--- config.mk ---
export PLATFORM = sky130hd
export DESIGN_NAME = root_5_iter
export DESIGN_NICKNAME = d
export VERILOG_FILES = /design/src/rtl/root_5_iter.sv
export SDC_FILE = /design/constraint.sdc
export NUM_CORES = 1
export LEC_CHECK = 0
export CORE_MARGIN = 1.5
export CORE_UTILIZATION = 63
export DETAILED_ROUTE_END_ITERATION = 12
export PLACE_DENSITY = 0.91
export SYNTH_ARGS = -nofsm -noshare
export SYNTH_HDL_FRONTEND = slang
export SYNTH_SLANG_ARGS = --single-unit
--- constraint.sdc ---
create_clock -name clk -period 6.8 [get_ports clk]
set_input_delay 1.7 -clock clk [delete_from_list [all_inputs] [get_ports clk]]
set_output_delay 1.7 -clock clk [all_outputs]
set_load 0.1 [all_outputs]
--- src/rtl/root_5_iter.sv ---
// root_5_iter: iterative floor fifth root of a 5*W-bit operand, one shared multiplier, MSB-first restoring search.
// Optional ROOT_5_ZERO_BYPASS_EN: an accepted zero operand resolves in one enabled cycle.
module root_5_iter #(
   parameter int W = 8
) (
   input  logic           clk,
   input  logic           rst,
   input  logic           clk_en,
   input  logic           x_vld,
   output logic           x_rdy,
   input  logic [5*W-1:0] x,
   output logic           res_vld,
   output logic [W-1:0]   res
);
   localparam int PW = 5 * W;
   localparam int KW = (W > 1) ? $clog2(W) : 1;
   typedef enum logic [1:0] {IDLE, MUL, CMP} state_t;
   state_t         state_q, state_d;
   logic [1:0]     step_q, step_d;
   logic [KW-1:0]  k_q, k_d;
   logic [W-1:0]   r_q, r_d, res_q, res_d, t;
   logic [PW-1:0]  x_q, x_d, p_q, p_d, mul_a, mul;
   logic           res_vld_q, res_vld_d, fit;
   assign t     = r_q | (W'(1) << k_q);
   assign mul_a = (step_q == 2'd0) ? PW'(t) : p_q;
   assign mul   = mul_a * PW'(t);
   assign fit   = p_q <= x_q;
   assign x_rdy   = state_q == IDLE;
   assign res_vld = res_vld_q;
   assign res     = res_q;
   always_comb begin
      state_d   = state_q;
      step_d    = step_q;
      k_d       = k_q;
      r_d       = r_q;
      x_d       = x_q;
      p_d       = p_q;
      res_d     = res_q;
      res_vld_d = 1'b0;
      case (state_q)
         IDLE: if (x_vld) begin
            x_d     = x;
            r_d     = '0;
            k_d     = KW'(W - 1);
            step_d  = 2'd0;
            state_d = MUL;
`ifdef ROOT_5_ZERO_BYPASS_EN
            // An all-ones product never fits under zero, so one CMP pass yields r=0.
            if (x == '0) begin
               p_d     = '1;
               k_d     = '0;
               state_d = CMP;
            end
`endif
         end
         MUL: begin
            p_d     = mul;
            step_d  = step_q + 2'd1;
            state_d = (step_q == 2'd3) ? CMP : MUL;
         end
         CMP: begin
            r_d = fit ? t : r_q;
            if (k_q == '0) begin
               res_d     = fit ? t : r_q;
               res_vld_d = 1'b1;
               state_d   = IDLE;
            end else begin
               k_d     = k_q - 1'b1;
               step_d  = 2'd0;
               state_d = MUL;
            end
         end
         default: state_d = IDLE;
      endcase
   end
   always_ff @(posedge clk or posedge rst) begin
      if (rst) begin
         state_q   <= IDLE;
         step_q    <= '0;
         k_q       <= KW'(W - 1);
         r_q       <= '0;
         x_q       <= '0;
         p_q       <= '0;
         res_q     <= '0;
         res_vld_q <= 1'b0;
      end else if (clk_en) begin
         state_q   <= state_d;
         step_q    <= step_d;
         k_q       <= k_d;
         r_q       <= r_d;
         x_q       <= x_d;
         p_q       <= p_d;
         res_q     <= res_d;
         res_vld_q <= res_vld_d;
      end
   end
endmodule

==> results.json <==
{
  "ys_top_cells_by_count": "nor2_1 (234), inv_1 (223), fa_1 (204)",
  "clk_latency_ps": 380,
  "min_period_over_period_pct": 95.2,
  "die_x_um": 148,
  "rsz0062_at_grt": "no",
  "powerDensity_mw_per_mm2": 266,
  "hold_viol_final": 0,
  "min_from": "res[5]",
  "globalplace.congestion": 0.969,
  "crit_type": "reg2reg",
  "first_pass_iters": 5,
  "synth-edff-count": 0,
  "grt_max_degree": 74,
  "hold_buffers": 0,
  "portBuffers": 53,
  "p_leak_uw": 0.00708,
  "outcome": "complete, no violations",
  "viasPerCell": 5.87,
  "yosysSeqAreaShare_pct": 19.6,
  "crit_path_start": "step_q[1]",
  "cts.reportedPaths.clkPinSlew_ps": 90,
  "num_io_pins": 54,
  "cts.path.max_buffers": 2,
  "yosys_register_bits": 104,
  "areaGrowthSynthToFinish_pct": 8.75,
  "synthCells": 1537,
  "yosysWarnings": 0,
  "ir_worst_vdd_mv": 0.165,
  "drt-initial-drc-count": 847,
  "worstHoldPathType": "reg2reg",
  "slew_headroom_pct": 35.0,
  "nets": 1907,
  "critPathRequiredTime_ps": 7040,
  "synth_flop_cell": "dfrtp_1",
  "synth_area_leaders": "fa_1 (31%), dfrtp_1 (19%), ha_1 (8.9%), nor2_1 (6.6%), inv_1 (6.3%)",
  "crit_fanout": 22,
  "synthMostInstantiatedCell": "nor2_1",
  "cts_max_level": 3,
  "diodes": 0,
  "start_util_pct": 64.9,
  "grt_pass1_wl_mm": 54.2,
  "antenna_found_initial": 0,
  "dieArea_sq_mm": 0.0220,
  "cts_sinks": 104,
  "drt-total-wl_mm": 32.3,
  "maxCapViolCount": 0,
  "critPathLaunchType": "flop",
  "setup-tns-final_ps": 0,
  "netlist_area_sq_mm": 0.0133,
  "report.final.slew_viol_count": 0,
  "postCtsSetupBuffers": 0,
  "max_freq_mhz": 154,
  "core_sq_mm": 0.0205,
  "rows": 52,
  "ant_nets": 0,
  "critPathArrivalTime_ps": 6720,
  "wl_per_cell_um": 17.6,
  "clk_root_buffer_cell": "clkbuf_16",
  "postLayoutCoreUtil_pct": 70.6,
  "drive_above_1_share_pct": 4.02,
  "synth_top_area_share_pct": 30.7,
  "critical_path.endpoint_type": "flop",
  "grt_pass1_vias": 11300,
  "synth_area_leader_cell": "fa_1",
  "dp_hpwl_mm": 25.5,
  "min_period_ps": 6480,
  "fp.dieH_um": 148,
  "vias": 10800,
  "cts_tree": "built",
  "syn_avg_cell_area_sq_um": 8.66,
  "ys_types": 57,
  "grt-ovfl-total": 0,
  "drc": 0,
  "grtUsageTotal_pct": 31.4,
  "timing.clock.skew_ps": 15.9,
  "worstMarginPinSlew_ps": 972,
  "r2r-start": "step_q[1]",
  "synth_nets": 1880,
  "setup_viol": 0,
  "cts_made_buffers": 9,
  "synthArstFlopShare_pct": 100,
  "cts-resized-gates": 0
}
-- worst max-delay path, cell delays in order (launching register included) --
cell and delay [ps]:
dfrtp_1 420, inv_1 70, ha_2 360, buf_4 300
nand2b_1 320, nor2_1 120, fa_1 530, fa_1 510
fa_1 510, inv_1 60, fa_1 530, inv_1 50
ha_1 370, a21o_1 200, a311o_1 370, a221oi_2 440
and3_1 290, o21ai_2 110, a41o_1 270, a221oi_2 280
xnor2_1 150, o21ai_1 70
-- metal layers --
layer  vias to the layer above  global-route usage (%)  share of wire [%]
met5                         -                       0                  0
met2                       494                    52.7                 48
li1                       4903                       -                  -
met1                      5317                    40.4                 40
met3                        89                    6.29                8.6
met4                         0                    12.1                3.2
-- metrics by stage --
step                setup slack [ps]  cells  cell area [sq um]  power, uW  hold WS, ps
global placement                 515   1823              14100       3120          461
global route                     100   1839              14500       4180          524
finish                           325   1839              14500       3850          482
detailed placement               322   1823              14100       3220          462
floorplan                        912   1537              13300       2610          452
CTS                              281   1839              14500       3830          485
-- placed cells by master (no fill, tap or decap), types with 3 or more instances in the layout --
| cell | netlist | layout |
|---|---|---|
| o21bai_1 | 6 | 6 |
| and3_1 | 6 | 5 |
| a21o_1 | 42 | 42 |
| o21ai_1 | 28 | 28 |
| nand2_1 | 184 | 184 |
| xor2_1 | 14 | 14 |
| o211ai_1 | 4 | 4 |
| dfrtp_1 | 101 | 101 |
| nor4_1 | 3 | 3 |
| inv_1 | 223 | 222 |
| clkdlybuf4s50_1 | 0 | 53 |
| clkinv_8 | 0 | 3 |
| nand3_1 | 11 | 11 |
| nand2b_1 | 55 | 55 |
| a211o_1 | 3 | 3 |
| nor2b_1 | 11 | 11 |
| ha_1 | 95 | 94 |
| o31a_1 | 4 | 4 |
| o21a_1 | 9 | 9 |
| a21oi_1 | 60 | 55 |
| o31ai_1 | 5 | 5 |
| buf_4 | 0 | 22 |
| nor2_1 | 234 | 232 |
| a211oi_1 | 8 | 8 |
| a21oi_2 | 0 | 5 |
| or2_2 | 6 | 7 |
| o21ai_0 | 74 | 74 |
| nor3_1 | 5 | 5 |
| dfstp_2 | 3 | 3 |
| a31oi_1 | 5 | 5 |
| nand4_1 | 16 | 16 |
| and2_1 | 7 | 7 |
| xnor2_1 | 24 | 24 |
| fa_1 | 204 | 204 |
| clkbuf_16 | 0 | 9 |
-- logic make-up after synthesis --
| kind of cell | Yosys count | share of synthesized area, % |
|---|---|---|
| AO/OA/AOI/OAI | 265 | 12.3 |
| XOR/XNOR | 39 | 2.67 |
| adder cells (fa/ha/maj) | 299 | 39.6 |
| buffers and inverters | 283 | 8.04 |
| flip-flops | 104 | 19.6 |
| multiplexers | 1 | 0.0752 |
| AND/OR/NAND/NOR | 546 | 17.7 |
-- cell type report --
class                   count  area, sq um
multi-input cells        1150         9660
fillers                  1460         6030
flip-flops and latches    104         2610
inverters                 224          843
repair buffers             75          696
well taps                 270          338
clock buffers               9          225
clock inverters             7          104
-- power by group --
part,total (uW),internal [uW],leakage (uW),switching [uW]
combinational,2230,859,0.00556,1380
sequential,1040,834,0.00136,206
clock,577,274,0.000158,304
-- sequential cells by signal, indices dropped and copies added, names as in the netlist --
| name | cells |
|---|---|
| p_q | 40 |
| step_q | 2 |
| res_vld | 1 |
| res | 8 |
| r_q | 8 |
| state_q | 2 |
| k_q | 3 |
| x_q | 40 |
-- final timing paths --
path | end | slack (ps) | depth (start not counted)
max | p_q[39] | 320 | 21
min | res[5] | 480 | 2
max reg2reg | p_q[39] | 320 | 21
min reg2reg | res[5] | 480 | 2
max in group asynchronous | p_q[13] | 3910 | 3
min in group asynchronous | x_q[39] | 1760 | 2
Power figures use the tool's default switching activity.
